[config.mk]
export PLATFORM = sky130hd
export DESIGN_NAME = bar_fifo
export DESIGN_NICKNAME = d
export VERILOG_FILES = /design/src/rtl/bar_fifo.sv
export SDC_FILE = /design/constraint.sdc
export NUM_CORES = 1
export LEC_CHECK = 0
export BUFFER_PORTS_ARGS = -buffer_cell sky130_fd_sc_hd__clkbuf_2
export CAP_MARGIN = 10
export CORE_ASPECT_RATIO = 0.75
export CORE_MARGIN = 2
export CORE_UTILIZATION = 57
export DETAILED_ROUTE_END_ITERATION = 10
export PLACE_DENSITY = 0.79
export SYNTH_ARGS = -nofsm -noshare
export SYNTH_HDL_FRONTEND = slang
export SYNTH_SLANG_ARGS = --single-unit
[constraint.sdc]
create_clock -name clk -period 2.9 [get_ports clk]
set_input_delay 0.29 -clock clk [delete_from_list [all_inputs] [get_ports clk]]
set_output_delay 0.29 -clock clk [all_outputs]
set_load 0.005 [all_outputs]
[src/rtl/bar_fifo.sv]
// bar_fifo: DEPTH-entry valid/ready FIFO stage; in_ready depends only on registered state.
// Optional stall counter output stall_cnt is enabled by defining BAR_FIFO_STATS_EN.
module bar_fifo #(
    parameter int DEPTH = 4,
    parameter int CW = $clog2(DEPTH + 1)
) (
    input  logic          clk,
    input  logic          rst,
    input  logic [31:0]   in_data,
    input  logic          in_valid,
    output logic          in_ready,
    output logic [31:0]   out_data,
    output logic          out_valid,
    input  logic          out_ready,
`ifdef BAR_FIFO_STATS_EN
    output logic [31:0]   stall_cnt,
`endif
    output logic [CW-1:0] count
);
    localparam int AW = $clog2(DEPTH);

    logic [31:0]   mem [DEPTH];
    logic [AW-1:0] wp, rp;
    logic [CW-1:0] cnt;
    logic          push, pop;

    // Outputs are forced idle while rst is high so a mid-stream reset never leaks stale state.
    always_comb begin
        in_ready  = !rst && (cnt != CW'(DEPTH));
        out_valid = !rst && (cnt != '0);
        out_data  = out_valid ? mem[rp] : 32'h0;
        count     = rst ? '0 : cnt;
        push      = in_valid && in_ready;
        pop       = out_valid && out_ready;
    end

    always_ff @(posedge clk) begin
        if (push)
            mem[wp] <= in_data;
    end

    always_ff @(posedge clk) begin
        if (rst) begin
            wp  <= '0;
            rp  <= '0;
            cnt <= '0;
        end else begin
            if (push)
                wp <= wp + 1'b1;
            if (pop)
                rp <= rp + 1'b1;
            if (push && !pop)
                cnt <= cnt + 1'b1;
            else if (pop && !push)
                cnt <= cnt - 1'b1;
        end
    end

`ifdef BAR_FIFO_STATS_EN
    logic [31:0] stall;

    always_ff @(posedge clk) begin
        if (rst)
            stall <= '0;
        else if (out_valid && !out_ready && stall != '1)
            stall <= stall + 1'b1;
    end

    assign stall_cnt = rst ? 32'h0 : stall;
`endif
endmodule

# [Yosys cells after proc, flatten, opt, wreduce, memory -nomap -nowiden]
# Memory sizes are Yosys's and may differ from the RTL's. A register that Yosys moved wholly into a read port is not among the register bits.
# Cells that the tools add are included.
[op_classes] n_addsub=4 mul=0 div_mod_pow=0 order_cmp=0 n_eq_ne=1 shifts=0 mux=8 bitwise_logic=0 reduce_logical=11
[ops] op="2-to-1 mux 32 bit" count=1
[ops] op="2-to-1 mux 3 bit" count=3
[ops] op="logical AND 1 bit" count=6
[ops] op="adder 2 x 1 -> 2 bit (second input constant)" count=2
[ops] op="2-to-1 mux 2 bit" count=2
[ops] op="adder 3 x 1 -> 3 bit (second input constant)" count=1
[ops] op="zero test 1 bit" count=3
[ops] op="!= test 3 bit (second input constant)" count=1
[ops] op="nonzero test 3 bit" count=1
[ops] op="subtractor 3 x 1 -> 3 bit (second input constant)" count=1
[ops] op="2-to-1 mux 1 bit" count=2
[ops] op="nonzero test 2 bit" count=1
[word_totals] register_bits=7 latch_bits=0 ramBits=128 mem_bits_ro=0 memories=1
[mem_list] name="mem" words=4 width=32 read_ports=1 rd_ports_with_merged_regs=1 wr=1 line="22" text="logic [31:0] mem [DEPTH];"

# [Logic depth before layout (Yosys ltp)]
# Gate-level depths: netlist of the first run.
[logic_depth] word_depth=7 ltp_mapped=9 depth_no_buf=8

# [Least setup slack after synthesis of the first run]
# OpenSTA, ideal clock, no wires.
[synth_timing] path_kind="reg2reg" from="register cnt[1]" to="register cnt[2]" setup_ns=0.059 arrival_time_ns=2.098 required_ns=2.841 setup_slack_ns=0.743 stages_incl_launch_ff=9 path_buffers=0 period_less_slack_ns=2.157 path_cell_list="dfxtp_1 > or3_1 > nand3_1 > ha_1 > inv_1 > fa_1 > xor2_1 > or4_1 > nand2_1"
[synth_via] elab_chain_cells=6
[synth_rtl] element="start, declared" line="24" text="logic [CW-1:0] cnt;"
[synth_rtl] element="start signal, assigned" line="53" text="cnt <= cnt + 1'b1;"
[synth_rtl] element="start signal, assigned" line="55" text="cnt <= cnt - 1'b1;"
[synth_rtl] element="branches (longest 6 deep; another with subtractor 3 x 1 -> 3 bit)"
# Parallel ways; which one is timed is not known. The select of a mux whose other input is x is not followed.
# A chain may end at the register's enable or synchronous reset.

==> impl_summary.log, run 1 <==
INFO  metric grt_pass1_vias = 2,921
INFO  metric cts-root-to-sink-buffers = 2
INFO  metric timing.critical_path.cells = buf_4 > mux4_1 > and3_1 > clkbuf_2
INFO  metric instances_no_fill = 490
INFO  metric gr-total-overflow = 0
INFO  metric synthesized_flop_and_latch_total = 137
INFO  metric die_outline_width = 116 um
INFO  metric area.sequential = 4030 um^2
INFO  metric rsz_0062_raised_after_global_routing = no
INFO  metric syn_area_per_cell = 20.6 um^2
INFO  metric placed_cells_incl_taps = 458
INFO  metric p_sw_share = 26.6%
INFO  metric routability_congestion_estimate_from_global_placement = 0.798
INFO  metric multi_input_area = 1230 um^2
INFO  metric net-switching-power = 1.54 mW
INFO  metric mappedNetlistNets = 303
INFO  metric root_buffer = clkbuf_16
INFO  metric sequential_to_total_area_share_from_yosys_stat = 74.7%
INFO  metric flow.area_growth_from_synthesis = 20.0%
INFO  metric dpl.hpwl = 6260 um
INFO  metric synth_cell_area = 5380 um^2
INFO  metric post_cts_hold_buffer_count = 0
INFO  metric sequentialPowerShare = 42.5%
INFO  metric max_slew_vio_count = 0
INFO  metric clock_skew = 0.00634 ns
INFO  metric clock_sinks = 137
INFO  metric fin_crit_sh = 82.4%
INFO  metric arrival = 2.10 ns
INFO  metric worstHoldPathType = input port to register
INFO  metric timing_worst_slew_pin_value = 0.837 ns
INFO  metric cts_inserted_buffers = 17
INFO  metric final-hold-violation-count = 0
INFO  metric ys_warn_count = 0
INFO  metric fmax = 419 MHz
INFO  metric run_status = finished, final reports clean
INFO  metric ir_drop = 0.000589 V
INFO  metric antenna-diode-count = 0
INFO  metric pwr-share-comb = 22.3%
INFO  metric placeableCoreArea = 9120 um^2
INFO  metric worstSetupPathType = register to output port
INFO  metric powerDensity = 897 nW/um^2
INFO  metric synthesis.instances = 261
INFO  metric antenna_found_initial = 0
INFO  metric fp.dieH = 88.2 um
INFO  metric max_cap_check_violation_count = 0
INFO  metric ant_nets = 0
INFO  metric ctsResizeCount = 0
INFO  metric wl_per_cell = 20.6 um
INFO  metric critPathTopFamily = multiplexers
INFO  metric cts_setup_buffers = 0
INFO  metric power = 5.80 mW
INFO  metric timing.slew.headroom = 44.2%
INFO  metric drc_errors = 0
INFO  metric finalNetCount = 391
INFO  metric htree_levels = 4
INFO  metric portBuffers = 72
INFO  metric drt-pass1-iter-count = 4
INFO  metric synth.distinct_cells = 29
INFO  metric power.share.clock = 35.1%
INFO  metric start_kind = register
INFO  metric largest_net_degree_at_the_start_of_global_routing = 36
INFO  metric period_needed = 2.39 ns
INFO  metric worstPathBufferInverterCount = 2
INFO  metric cpMaxStageDelayCell = mux4_1
INFO  metric cts_tree = yes
INFO  metric num-fill-cells = 565
INFO  metric first_iter_violations = 260
INFO  metric number_of_vias_after_detailed_routing = 2,825
INFO  metric critPathRequiredTime = 2.61 ns
INFO  metric clk_latency = 0.41 ns
INFO  metric pin_count = 73
INFO  metric p_int = 4.25 mW
INFO  metric via_per_inst = 5.77
INFO  metric start_util = 59.0%
INFO  metric post_route_cells_drive_above_1_share = 41.2%
INFO  metric std_cell_rows = 30
INFO  metric final.setup.tns = 0 ns
INFO  metric grt_pass1_wl = 15,500 um
INFO  metric power.static_leakage = 2.40 nW
INFO  metric timing.critical_path.slowest_cell_delay = 0.58 ns
INFO  metric cts.clk_slew.worst_paths = 0.06 ns
INFO  metric all_layer_global_routing_usage = 21.8%
INFO  metric critPathMaxFanout = 11
INFO  metric die_area = 10,200 um^2
INFO  metric wl = 10,100 um
INFO  metric worst_setup_path_end_kind = output port
INFO  metric finalSetupViolations = 0
[power groups by stage]
stage	registers (mW)	clock network [mW]	logic [mW]
2_1_floorplan	2.43	0	0.966
4_1_cts	2.47	2.07	1.32
5_1_grt	2.49	2.16	1.41
6_report	2.47	2.04	1.30
3_3_place_gp	2.49	0	1.27
3_5_place_dp	2.51	0	1.32
[cells in the final DEF (no fill, tap or decap), drive strengths merged, types with 2 or more instances in the layout]
| cell type | instances |
|---|---|
| edfxtp | 128 |
| clkbuf | 91 |
| and3 | 36 |
| mux4 | 32 |
| buf | 12 |
| dfxtp | 9 |
| clkinv | 7 |
| inv | 5 |
| ha | 5 |
| nor2b | 4 |
| o21ai | 4 |
| clkinvlp | 4 |
| nor2 | 3 |
| or3 | 2 |
| nand3 | 2 |
| xor2 | 2 |
| o211ai | 2 |
| nand2 | 2 |
| bufinv | 2 |
| and2 | 2 |
[synth_stat cells (all sizes together)]
library cell	instances	area, um^2
edfxtp	128	3840
and3	36	225
mux4	32	728
dfxtp	9	180
buf	8	91.3
clkbuf	7	26.3
ha	5	62.6
inv	5	18.8
nor2b	4	25.0
o21ai	4	20.0
nor2	3	11.3
and2	2	15.0
nand2	2	7.51
nand3	2	10.0
o211ai	2	15.0
or3	2	12.5
xor2	2	17.5
a211oi	1	7.51
a21o	1	7.51
fa	1	20.0
mux2i	1	10.0
nor3	1	5.00
o31ai	1	7.51
or3b	1	8.76
or4	1	7.51
[metal layers]
metal	global-route usage, %	share of wire, %	up-vias
met5	0	0	-
met4	5.84	0.69	0
met3	9.83	7.1	9
met2	34.8	51	104
met1	27.7	41	1468
li1	-	-	1244
[cell type report]
type | instances | share of cell area (%)
Timing Repair Buffer | 84 | 7.17
Clock buffer | 19 | 6.70
Tap cell | 128 | 2.48
Clock inverter | 13 | 2.01
Multi-Input combinational cell | 104 | 19.0
Inverter | 5 | 0.291
Sequential cell | 137 | 62.3
[state kept, by name (all words and copies together), names as in the netlist, named ones only]
| register | count |
|---|---|
| cnt | 3 |
| mem | 128 |
| wp | 2 |
| rp | 2 |
[cell families after synthesis]
kind of cell | count (synthesis) | share of synthesized area [%]
AOI/OAI and AO/OA | 9 | 1.07
xor gates and xnor gates | 2 | 0.325
adders and majority gates | 6 | 1.53
buffers and inverters | 20 | 2.53
DFF | 137 | 74.7
muxes | 33 | 13.7
and+or+nand+nor | 54 | 6.09
[through the flow]
stage | instance area [um^2] | util [%] | worst slack (ns) | hold slack, ns
after floorplan | 5380 | - | 0.743 | 0.389
after global placement | 5900 | 64.7 | 0.696 | 0.459
final | 6460 | 70.8 | 0.512 | 0.0892
after global routing | 6460 | 70.8 | 0.392 | 0.0740
after CTS | 6460 | 70.8 | 0.448 | 0.0674
after detailed placement | 5900 | 64.7 | 0.564 | 0.489
[path summary, 6_finish.rpt]
kind / endpoint / startpoint / slack [ns] / cells after the start
min: mem[2][29]$_DFFE_PP_ / in_data[29] / 0.09 / 1
min reg2reg: register / rp[1]$_SDFFE_PP0P_ / 0.50 / 1
max: out_data[0] / register / 0.51 / 4
max reg2reg: cnt[2]$_SDFFE_PP0P_ / cnt[1]$_SDFFE_PP0P_ / 0.66 / 8
Note: power is estimated with default switching activity, not from simulation.
==> run 2, diff against run 1 <==
--- a/config.mk
+++ b/config.mk
@@ -5,6 +5,7 @@
 export SDC_FILE = /design/constraint.sdc
 export NUM_CORES = 1
 export LEC_CHECK = 0
+export ABC_AREA = 1
 export BUFFER_PORTS_ARGS = -buffer_cell sky130_fd_sc_hd__clkbuf_2
 export CAP_MARGIN = 10
 export CORE_ASPECT_RATIO = 0.75
==> constraint.sdc (replaced) <==
create_clock -name clk -period 2.2 [get_ports clk]
set_input_delay 0.22 -clock clk [delete_from_list [all_inputs] [get_ports clk]]
set_output_delay 0.22 -clock clk [all_outputs]
set_load 0.005 [all_outputs]
==> run 2 against run 1 <==
Critical path depth grew 1; clock power up 48%; total power rose by 16%; count of clock-buffer cells in the layout unchanged; clock skew is 0.00059 ns lower; register-to-register slack lost 0.35 ns; final cell count rose by 39%.
==> impl_summary.log, run 2 <==
INFO  metric run_status = finished, final reports clean
INFO  metric timing.slew.headroom = 72.6% (+28 points)
INFO  metric htree_levels = 4 (unchanged)
INFO  metric cts_inserted_buffers = 17 (unchanged)
INFO  metric num-fill-cells = 625 (+11%)
INFO  metric critPathRequiredTime = 1.98 ns (-0.63 ns)
INFO  metric start_util = 59.6% (+0.55 points)
INFO  metric via_per_inst = 5.25 (-8.9%)
INFO  metric worstSetupPathType = register to output port
INFO  metric fin_crit_sh = 93.5%
INFO  metric synthFlopType = edfxtp_1
INFO  metric dpl.hpwl = 6540 um (+4.5%)
INFO  metric post_synth_top_cells = nor2_1, edfxtp_1, a21oi_1
INFO  metric period_needed = 2.06 ns
INFO  metric async_reset_ff_share = 0% (unchanged)
INFO  metric ant_nets = 0 (unchanged)
INFO  metric final.setup.tns = 0 ns (unchanged)
INFO  metric gr-total-overflow = 0 (unchanged)
INFO  metric max_slew_vio_count = 0 (unchanged)
INFO  metric drt-pass1-iter-count = 5 (+1)
INFO  metric synth.distinct_cells = 17 (-41%)
INFO  metric post_route_cells_drive_above_1_share = 22.9% (-18 points)
INFO  metric top_reg_by_flops = mem
INFO  metric critPathMaxFanout = 24 (+13)
INFO  metric post_cts_hold_buffer_count = 0 (unchanged)
INFO  metric ir_drop = 0.000790 V (+34%)
INFO  metric timing_worst_slew_pin_value = 0.410 ns (-0.428 ns)
INFO  metric clock_skew = 0.00575 ns (-0.000590 ns)
INFO  metric rsz_0062_raised_after_global_routing = no
INFO  metric synthesized_flop_and_latch_total = 137 (unchanged)
INFO  metric postPlaceCellArea = 6030 um^2 (+2.2%)
INFO  metric finalNetCount = 580 (+48%)
INFO  metric antenna-diode-count = 0 (unchanged)
INFO  metric placed_cells_incl_taps = 644 (+41%)
INFO  metric most_frequent_cells_in_the_layout = nor2_1, edfxtp_1, clkbuf_2
INFO  metric placeableCoreArea = 9160 um^2 (+0.41%)
INFO  metric largest_net_degree_at_the_start_of_global_routing = 35 (-2.8%)
INFO  metric clock_sinks = 137 (unchanged)
INFO  metric fp.dieH = 88.7 um (+0.64%)
INFO  metric layout.cells.most_common = nor2_1
INFO  metric synth.most_common_cell = nor2_1
INFO  metric synth-edff-count = 128 (unchanged)
INFO  metric syn_area_per_cell = 12.0 um^2 (-42%)
INFO  metric arrival = 1.84 ns (-0.26 ns)
INFO  metric grt_pass1_vias = 3,630 (+24%)
INFO  metric number_of_vias_after_detailed_routing = 3,565 (+26%)
INFO  metric fin_worst_hold_slack = 0.0249 ns (-0.0643 ns)
INFO  metric ys_warn_count = 0 (unchanged)
INFO  metric postLayoutCellArea = 6690 um^2 (+3.5%)
INFO  metric synth_top_cell_by_area = edfxtp_1
INFO  metric synth_top_cells_by_area = edfxtp_1, nor2_1, a21oi_1
INFO  metric clk_latency = 0.41 ns (about the same)
INFO  metric synth_cell_area = 5460 um^2 (+1.3%)
INFO  metric fmax = 486 MHz
INFO  metric die_area = 10,400 um^2 (+1.3%)
INFO  metric all_layer_global_routing_usage = 23.5% (+1.7 points)
INFO  metric worst_setup_path_end_kind = output port
INFO  metric final_critical_path_setup_slack = 0.143 ns (-0.369 ns)
INFO  metric finalSetupViolations = 0 (unchanged)
INFO  metric root_buffer = clkbuf_16
INFO  metric antenna_found_initial = 0 (unchanged)
INFO  metric start_kind = register
INFO  metric power.static_leakage = 2.53 nW (+5.4%)
INFO  metric largest_register_ff_count = 128 (unchanged)
INFO  metric mappedNetlistNets = 495 (+63%)
INFO  metric routability_congestion_estimate_from_global_placement = 0.810 (+1.5%)
INFO  metric final-hold-violation-count = 0 (unchanged)
INFO  metric synth.top_cell.area_share = 70.4% (-0.95 points)
INFO  metric flow.area_growth_from_synthesis = 22.5%
INFO  metric drc_errors = 0 (unchanged)
INFO  metric worstHoldPathType = input port to register
INFO  metric powerDensity = 1000 nW/um^2 (+12%)
INFO  metric placement.setup.worst_slack = 0.322 ns (-0.242 ns)
INFO  metric synthesis.instances = 453 (+74%)
INFO  metric largestRegisters = mem: 128 flops, cnt: 3 flops
INFO  metric instances_no_fill = 679 (+39%)
INFO  metric pin_count = 73 (unchanged)
INFO  metric cts_tree = yes
INFO  metric portBuffers = 72 (unchanged)
INFO  metric finalCoreUtilization = 73.0% (+2.2 points)
INFO  metric std_cell_rows = 30 (unchanged)
INFO  metric sequential_to_total_area_share_from_yosys_stat = 73.7% (-0.99 points)
INFO  metric cts-root-to-sink-buffers = 2 (unchanged)
INFO  metric wl_per_cell = 16.3 um (-21%)
INFO  metric first_iter_violations = 259 (-0.38%)
INFO  metric die_outline_width = 117 um (+0.65%)
INFO  metric grt_pass1_wl = 17,700 um (+14%)
INFO  metric wl = 11,100 um (+9.5%)
INFO  metric cts.clk_slew.worst_paths = 0.06 ns (about the same)
INFO  metric power = 6.71 mW (+16%)
INFO  metric max_cap_check_violation_count = 0 (unchanged)
-- run 2: cell types whose count changed after synthesis, moves of 14 or more --
cell and delta:
and3_1 -36, mux4_2 -30, o21ai_0 +27, o21ai_1 +35
nor2_1 +140, nand2_1 +14, a21oi_1 +37
-- run 2: cell families after synthesis --
family                     count (synthesis)  synth area share, %
AOI/OAI and AO/OA                        103                 9.45
adders and majority gates                  6                 1.51
buffers and inverters                     44                 3.97
DFF                                      137                 73.7
and+or+nand+nor                          163                 11.3
-- run 2: critical path, stage by stage, from the launching register on --
cell and delay [ns]:
dfxtp_2 0.33, inv_2 0.31, buf_4 0.30, o21ai_0 0.11, a21oi_1 0.23, clkbuf_2 0.16
-- run 2: report_power, final --
group          total [mW]  internal, mW  switching (mW)  leakage, nW
Combinational       0.710         0.252           0.458        0.997
Sequential           2.99          2.95          0.0353         1.24
Clock                3.01          2.00            1.01        0.294
-- run 2: layout make-up --
| type | count | area (um^2) | area share [%] |
|---|---|---|---|
| inverter | 21 | 82.6 | 1.24 |
| multi-input combinational | 272 | 1250 | 18.6 |
| clock buffer | 19 | 433 | 6.47 |
| clock inverter | 13 | 201 | 3.01 |
| tap | 128 | 160 | 2.40 |
| timing repair buffer | 89 | 538 | 8.05 |
| sequential | 137 | 4030 | 60.2 |
-- run 2: final timing paths --
kind,from,end,slack (ns),cells past startpoint
setup / recovery,register,out_data[1],0.14,5
hold / removal,in_data[18],mem[1][18]$_DFFE_PP_,0.02,1
setup reg to reg,cnt[1]$_SDFFE_PP0P_,cnt[2]$_SDFFE_PP0P_,0.31,12
hold reg to reg,cnt[1]$_SDFFE_PP0P_,cnt[1]$_SDFFE_PP0P_,0.52,2
-- run 2: metal layers --
metal,share of wire [%],GRT usage (%),wire length [um],vias up
li1,-,-,-,1752
met2,48,35.9,5330,126
met1,43,31.3,4780,1681
met3,7.9,8.84,874,6
met5,0,0,0,-
met4,0.69,8.98,76,0
-- run 2: what timing repair did --
| item | 4_1_cts | 5_1_grt |
|---|---|---|
| endpoints found under the setup margin | 0 | 13 |
| hold endpoints to repair | 0 | 0 |
| gates resized for setup | 0 | 1 |
| buffers inserted | 0 | 3 |
